## config.mk

```make
export PLATFORM = sky130hd
export DESIGN_NAME = vreg_loader
export DESIGN_NICKNAME = d
export VERILOG_FILES = /design/src/rtl/vreg_loader_pkg.sv /design/src/rtl/vreg_loader.sv
export SDC_FILE = /design/constraint.sdc
export NUM_CORES = 1
export LEC_CHECK = 0
export ABC_AREA = 1
export CORE_MARGIN = 2
export CORE_UTILIZATION = 45
export CTS_CLUSTER_DIAMETER = 40
export DETAILED_ROUTE_END_ITERATION = 16
export PLACE_DENSITY = 0.85
export RECOVER_POWER = 50
export SLEW_MARGIN = 30
export SYNTH_ARGS = -nofsm -noshare
export SYNTH_HDL_FRONTEND = slang
export SYNTH_SLANG_ARGS = --single-unit
export TNS_END_PERCENT = 100
```

## constraint.sdc

```tcl
create_clock -name clock -period 2.3 [get_ports clock]
set_input_delay 0.345 -clock clock [delete_from_list [all_inputs] [get_ports clock]]
set_output_delay 0.345 -clock clock [all_outputs]
set_load 0.01 [all_outputs]
```

## src/rtl/vreg_loader_pkg.sv

```systemverilog
// ---------------------------------------------------------------------------
// vreg_loader_pkg
//   Shared definitions for the vector-register loader: stream word width,
//   default register-file geometry and the loader state encoding.
// ---------------------------------------------------------------------------
package vreg_loader_pkg;

  // Width of one stream word and of one register lane.
  localparam int WORD_W    = 32;

  // Default geometry: 4 vector registers of 16 x 32-bit lanes (512 bits).
  localparam int DEF_NREGS = 4;
  localparam int DEF_LANES = 16;

  // Loader states.
  typedef enum logic {
    ST_IDLE = 1'b0,
    ST_LOAD = 1'b1
  } state_e;

endpackage : vreg_loader_pkg

```

## src/rtl/vreg_loader.sv

```systemverilog
// ---------------------------------------------------------------------------
// vreg_loader
//   Streams NREGS*LANES 32-bit words into a vector register file, one lane
//   per accepted word, in register-major / lane-minor order (A1 lane 0 first;
//   lane 0 is the most significant 32 bits of a register).
//
//   Optional feature, enabled by defining VREG_LOADER_CHECKSUM_EN:
//     A trailer word follows the last data word. It is compared with the
//     modulo-2^32 sum of the data words; a mismatch raises csum_err, which
//     stays high until the next start or reset. The trailer is never written.
//
// Ports
//   clock     in   rising-edge clock
//   reset_n   in   asynchronous active-low reset
//   start     in   one-cycle load request (ignored while a load is running)
//   in_data   in   stream word
//   in_valid  in   in_data is valid
//   in_ready  out  loader accepts a word (high only while loading)
//   wr_en     out  lane write strobe, one cycle after each accepted data word
//   wr_reg    out  target register index (0 = A1)
//   wr_lane   out  target lane index
//   wr_data   out  lane write data
//   busy      out  load in progress
//   csum_err  out  checksum mismatch (only with VREG_LOADER_CHECKSUM_EN)
//   done      out  one-cycle completion pulse
// ---------------------------------------------------------------------------
module vreg_loader
  import vreg_loader_pkg::*;
#(
  parameter  int NREGS  = DEF_NREGS,
  parameter  int LANES  = DEF_LANES,
  localparam int REG_W  = (NREGS > 1) ? $clog2(NREGS) : 1,
  localparam int LANE_W = (LANES > 1) ? $clog2(LANES) : 1
) (
  input  logic              clock,
  input  logic              reset_n,
  input  logic              start,
  input  logic [WORD_W-1:0] in_data,
  input  logic              in_valid,
  output logic              in_ready,
  output logic              wr_en,
  output logic [REG_W-1:0]  wr_reg,
  output logic [LANE_W-1:0] wr_lane,
  output logic [WORD_W-1:0] wr_data,
  output logic              busy,
`ifdef VREG_LOADER_CHECKSUM_EN
  output logic              csum_err,
`endif
  output logic              done
);

  localparam logic [REG_W-1:0]  REG_LAST  = REG_W'(NREGS - 1);
  localparam logic [LANE_W-1:0] LANE_LAST = LANE_W'(LANES - 1);

  state_e              state_q,     state_d;
  logic [REG_W-1:0]    reg_cnt_q,   reg_cnt_d;
  logic [LANE_W-1:0]   lane_cnt_q,  lane_cnt_d;
  logic                wr_en_q,     wr_en_d;
  logic [REG_W-1:0]    wr_reg_q,    wr_reg_d;
  logic [LANE_W-1:0]   wr_lane_q,   wr_lane_d;
  logic [WORD_W-1:0]   wr_data_q,   wr_data_d;
  logic                done_q,      done_d;

  logic                xfer;        // handshake completes at the next edge
  logic                data_xfer;   // handshake carries a data (not trailer) word
  logic                last_word;   // counters point at the final data word

`ifdef VREG_LOADER_CHECKSUM_EN
  logic                trailer_q,   trailer_d;   // waiting for the trailer word
  logic [WORD_W-1:0]   sum_q,       sum_d;
  logic                csum_err_q,  csum_err_d;
`endif

  // -------------------------------------------------------------------------
  // Next-state and datapath logic
  // -------------------------------------------------------------------------
  always_comb begin
    state_d    = state_q;
    reg_cnt_d  = reg_cnt_q;
    lane_cnt_d = lane_cnt_q;
    wr_en_d    = 1'b0;
    wr_reg_d   = wr_reg_q;
    wr_lane_d  = wr_lane_q;
    wr_data_d  = wr_data_q;
    done_d     = 1'b0;
`ifdef VREG_LOADER_CHECKSUM_EN
    trailer_d  = trailer_q;
    sum_d      = sum_q;
    csum_err_d = csum_err_q;
`endif

    xfer      = in_valid && (state_q == ST_LOAD);
    last_word = (reg_cnt_q == REG_LAST) && (lane_cnt_q == LANE_LAST);
`ifdef VREG_LOADER_CHECKSUM_EN
    data_xfer = xfer && !trailer_q;
`else
    data_xfer = xfer;
`endif

    case (state_q)
      ST_IDLE: begin
        if (start) begin
          state_d = ST_LOAD;
`ifdef VREG_LOADER_CHECKSUM_EN
          trailer_d  = 1'b0;
          sum_d      = '0;
          csum_err_d = 1'b0;
`endif
        end
      end

      ST_LOAD: begin
        if (data_xfer) begin
          // Register the lane write; it appears on the outputs next cycle.
          wr_en_d   = 1'b1;
          wr_reg_d  = reg_cnt_q;
          wr_lane_d = lane_cnt_q;
          wr_data_d = in_data;
`ifdef VREG_LOADER_CHECKSUM_EN
          sum_d     = sum_q + in_data;
`endif
          if (last_word) begin
            // Counters wrap here so the next load always starts at A1 lane 0.
            reg_cnt_d  = '0;
            lane_cnt_d = '0;
`ifdef VREG_LOADER_CHECKSUM_EN
            trailer_d  = 1'b1;
`else
            state_d    = ST_IDLE;
            done_d     = 1'b1;
`endif
          end else if (lane_cnt_q == LANE_LAST) begin
            lane_cnt_d = '0;
            reg_cnt_d  = reg_cnt_q + 1'b1;
          end else begin
            lane_cnt_d = lane_cnt_q + 1'b1;
          end
        end
`ifdef VREG_LOADER_CHECKSUM_EN
        if (xfer && trailer_q) begin
          // Trailer: compare only, no lane write.
          trailer_d  = 1'b0;
          csum_err_d = (in_data != sum_q);
          state_d    = ST_IDLE;
          done_d     = 1'b1;
        end
`endif
      end

      default: state_d = ST_IDLE;
    endcase
  end

  // -------------------------------------------------------------------------
  // State and output registers
  // -------------------------------------------------------------------------
  always_ff @(posedge clock or negedge reset_n) begin
    if (!reset_n) begin
      state_q    <= ST_IDLE;
      reg_cnt_q  <= '0;
      lane_cnt_q <= '0;
      wr_en_q    <= 1'b0;
      wr_reg_q   <= '0;
      wr_lane_q  <= '0;
      wr_data_q  <= '0;
      done_q     <= 1'b0;
    end else begin
      state_q    <= state_d;
      reg_cnt_q  <= reg_cnt_d;
      lane_cnt_q <= lane_cnt_d;
      wr_en_q    <= wr_en_d;
      wr_reg_q   <= wr_reg_d;
      wr_lane_q  <= wr_lane_d;
      wr_data_q  <= wr_data_d;
      done_q     <= done_d;
    end
  end

`ifdef VREG_LOADER_CHECKSUM_EN
  always_ff @(posedge clock or negedge reset_n) begin
    if (!reset_n) begin
      trailer_q  <= 1'b0;
      sum_q      <= '0;
      csum_err_q <= 1'b0;
    end else begin
      trailer_q  <= trailer_d;
      sum_q      <= sum_d;
      csum_err_q <= csum_err_d;
    end
  end

  assign csum_err = csum_err_q;
`endif

  // Handshake and status come straight from the state register.
  assign in_ready = (state_q == ST_LOAD);
  assign busy     = (state_q == ST_LOAD);

  assign wr_en    = wr_en_q;
  assign wr_reg   = wr_reg_q;
  assign wr_lane  = wr_lane_q;
  assign wr_data  = wr_data_q;
  assign done     = done_q;

endmodule : vreg_loader

```

# After elaboration in Yosys (flattened, before gate mapping)
# Cells that the tools add are included.
# totals
reg_bits	47
inputBits	36
word_cells	31
# classes
n_eq_ne	2
reduce_logical	5
addsub	2
muxes	13
bitwise	1
# ops
cell	count
$mux W1	8
$mux W4	2
$add A4 B1 Y4 const B	1
$eq A4 B4 Y1 const B	1
$mux W2	2
$reduce_and A3 Y1	1
$add A2 B1 Y2 const B	1
$eq A2 B2 Y1 const B	1
$logic_and A1 B1 Y1	2
$pmux W1 S2	1
$reduce_and A2 Y1	1
$reduce_bool A2 Y1	1
$not A1 Y1	1

# Logic depth before layout (Yosys ltp)
# logic_depth
ltp_word	5
mapped_depth	6
mapped_depth_nobuf	5

# Worst setup path before layout
# OpenSTA, ideal clock, no wires.
# synth_path
kind	reg2reg
startpoint	register state_q, in the netlist busy
endpoint	register wr_lane_q[0], in the netlist wr_lane[0]
path_slack_ps	1226
path_stages_with_launch	7
required_ps	2183
n_path_buf	2
setup_time_ps	117
t_arrival_ps	958
cell_sequence	dfrtp_1 -> nand2_2 -> inv_2 -> buf_6 -> buf_6 -> nand2_1 -> nand2_1
# synth_via
elab_chain_cells	2
# synth_rtl
element	line_no	text
start, declared	vreg_loader.sv:55	state_e state_q, state_d;
start signal, assigned	vreg_loader.sv:168	state_q <= state_d;
$logic_and A1 B1 Y1	vreg_loader.sv:92	xfer = in_valid && (state_q == ST_LOAD);
$reduce_and A2 Y1 (no source line) *	--	
end signal, assigned	vreg_loader.sv:173	wr_lane_q <= wr_lane_d;
end, declared	vreg_loader.sv:60	logic [LANE_W-1:0] wr_lane_q, wr_lane_d;
# Every way passes the cells marked *; elsewhere a longest branch is shown, timed or not.
# A chain may end at the register's enable or synchronous reset.

# Worst setup path after layout
# layout_path
startpoint	input in_valid
endpoint	register wr_data_q[10], in the netlist wr_data[10]
# layout_via
elab_chain_cells	2
# layout_rtl
element	line_no	text
start, declared	vreg_loader.sv:39	input logic in_valid,
$logic_and A1 B1 Y1	vreg_loader.sv:92	
$reduce_and A2 Y1 (no source line)	--	
end signal, assigned	vreg_loader.sv:174	wr_data_q <= wr_data_d;
end, declared	vreg_loader.sv:61	logic [WORD_W-1:0] wr_data_q, wr_data_d;
# No other way between the ends.

==> impl_metrics.py <==
metrics = {
    "status": {
        "status": "finished, final reports clean",
    },
    "finish": {
        "final_cells": 327,
        "fin_util": 0.6852,
        "largest_register_ffs": 32,
        "n_antenna_cell": 0,
        "final_cell_mix": "112 x nand2_1, 75 x clkdlybuf4s50_1, 47 x dfrtp_1",
        "layout-drive-gt1-share": 0.04693,
        "syn2layout_area_growth_pct": 49.41,
        "nNetsFinal": 315,
        "mostFrequentLayoutCell": "nand2_1",
    },
    "global_routing": {
        "grt_max_degree": 44,
        "grt_use_met1": 0.2220,
        "grt_use_met3": 0.07000,
        "grt_pass1_wl_um": 5968,
        "grt_use_met2": 0.2958,
        "grt.overflow.total": 0,
        "grt_use_total": 0.1784,
        "antenna_found_initial": 0,
        "top_usage_layer": "met2",
        "grt_pass1_vias": 1325,
    },
    "power_and_ir_drop": {
        "p_comb_frac": 0.309,
        "power.share.clock": 0.205,
        "leakage_nw": 1.326,
        "swShare": 0.2956,
        "sequentialPowerShare": 0.486,
        "power_density_nw_per_um2": 869.6,
        "p_int_mw": 1.655,
        "ir_drop_uv": 479.3,
        "p_switching_mw": 0.6944,
    },
    "timing": {
        "setup_tns_ns": 0,
        "layout_min_cycle_time_ns": 1.713,
        "fmax_ghz": 0.5839,
        "setup_violations": 0,
        "slew_viol_final": 0,
        "fin_ws_ns": 0.5874,
        "maxSlewHeadroom": 0.4751,
        "grt_setup_unrepaired": "no",
        "final_hold_viol_count": 0,
        "skew_ns": 0.004773,
        "timing.final.crit_share": 0.7446,
        "tightest_slew_ns": 0.7874,
    },
    "clocking": {
        "cts_made_buffers": 5,
        "clk_path_buf_depth": 2,
        "cts_tree": "yes",
        "post_cts_buffers": 0,
        "ctsResizeCount": 0,
        "insertion_delay_ns": 0.29,
        "htreeDepth": 2,
        "cts_sinks": 47,
        "cts_hold_buf": 1,
        "root_buffer": "clkbuf_8",
        "clkTransAtPathRegs_ns": 0.08,
    },
    "synth": {
        "ys_seq_area_frac": 0.6505,
        "synth_top_area_frac": 0.6505,
        "syn_area_per_cell_um2": 9.224,
        "synthTopCellsByArea": "dfrtp_1 65%, nand2_1 23%, buf_6 1.9%",
        "yosysTopAreaCell": "dfrtp_1",
        "synth_fp_nets": 234,
        "syn_area_um2": 1808,
        "synth-seq-cells": 47,
        "yosysWarnings": 0,
        "synth_cells": 196,
        "synth_cell_types": 18,
    },
    "detailed_routing": {
        "vias": 1464,
        "routedWlPerCell_um": 11.48,
        "wl_um": 3755,
        "first_pass_iters": 4,
        "drc": 0,
        "detail-route-antenna-nets": 0,
        "drt_iter0_drc": 77,
        "drt-vias-per-instance": 4.477,
    },
    "worst_setup_path": {
        "path_max_fanout": 25,
        "crit_arrival_ns": 1.94,
        "crit_type": "input port to register",
        "critical_path.endpoint_type": "register",
        "start_kind": "input port",
        "rrSetupSlack_ns": 0.80,
        "cp.required_ns": 2.53,
    },
    "place": {
        "dp.cells": 319,
        "preCtsSetupSlack_ns": 0.6170,
        "hpwl_um": 2646,
        "place.gp.congestion": 0.6854,
        "io_buffers": 77,
    },
    "job": {
        "maxCapViolCount": 0,
    },
    "floorplanning": {
        "core_um2": 3943,
        "boundaryPins": 78,
        "die_area_um2": 4541,
        "die_h_um": 67.39,
        "initial_core_util": 0.4586,
        "rows": 23,
        "die_x_um": 67.39,
    },
    "worst_hold_path": {
        "hp-class": "register to register",
    },
}
-- layer usage --
metal  share of wire  vias to the layer above  wire length, um
met5               0                        -                0
met4          0.0037                        0               14
met3           0.073                        2              273
met2            0.47                       45             1763
met1            0.45                      662             1703
li1                -                      755                -
-- through the flow --
step | hold slack, ns | power [mW] | area [um^2]
floorplan | 0.04941 | 1.465 | 1808
global placement | 0.2607 | 1.867 | 2610
detailed placement | 0.2636 | 1.890 | 2610
CTS | 0.4795 | 2.379 | 2708
global route | 0.5089 | 2.516 | 2701
finish | 0.4829 | 2.349 | 2701
-- worst paths after layout --
check,from,to,depth (start not counted)
max in group asynchronous,reset_n,done,3
worst min-delay path,wr_data[7],wr_data[7],2
worst min register to register,wr_data[7],wr_data[7],2
min in group asynchronous,reset_n,wr_data[10],2
worst max-delay path,in_valid,wr_data[10],6
worst max register to register,busy,wr_data[10],5
-- critical path: stages --
cell and delay [ns]:
dlygate4sd3_1 0.56, nand2_2 0.07, inv_1 0.56, buf_4 0.28, nand2_1 0.06, nand2_1 0.06
-- synthesized netlist by cell type --
cell,instances
buf_1,1
dfrtp_1,47
buf_4,1
nor3_1,1
ha_1,2
nand2_1,112
inv_2,1
inv_1,4
buf_2,3
clkbuf_1,1
o21ai_0,6
buf_6,3
nand3_1,2
xor2_1,1
a21oi_1,1
nand2_2,1
nor2_1,8
xnor2_1,1
-- cells by family (layout without fill, tap and decap cells) --
family	count (synthesis)	in the layout	share of synthesized area
DFF	47	47	0.6505
xor gates and xnor gates	2	2	0.009690
adders and majority gates	2	2	0.01384
and+or+nand+nor	124	124	0.2609
AOI/OAI and AO/OA	7	7	0.01938
buffers and inverters	14	95	0.04566
-- power groups by stage --
stage                     sequential, mW  combinational [mW]  clock (mW)
after global placement              1.15               0.715           0
after global routing                1.17               0.810       0.537
final                               1.14               0.727       0.481
after floorplan                     1.21               0.258           0
after CTS                           1.14               0.739       0.497
after detailed placement            1.15               0.736           0
-- cell type report --
type | count | area (um^2)
Clock buffer | 6 | 82.58
Clock inverter | 1 | 5.005
Fill cell | 320 | 1241
Inverter | 5 | 18.77
Multi-Input combinational cell | 135 | 549.3
Sequential cell | 47 | 1176
Tap cell | 50 | 62.56
Timing Repair Buffer | 83 | 807.0
Note: power is estimated with default switching activity, not from simulation.
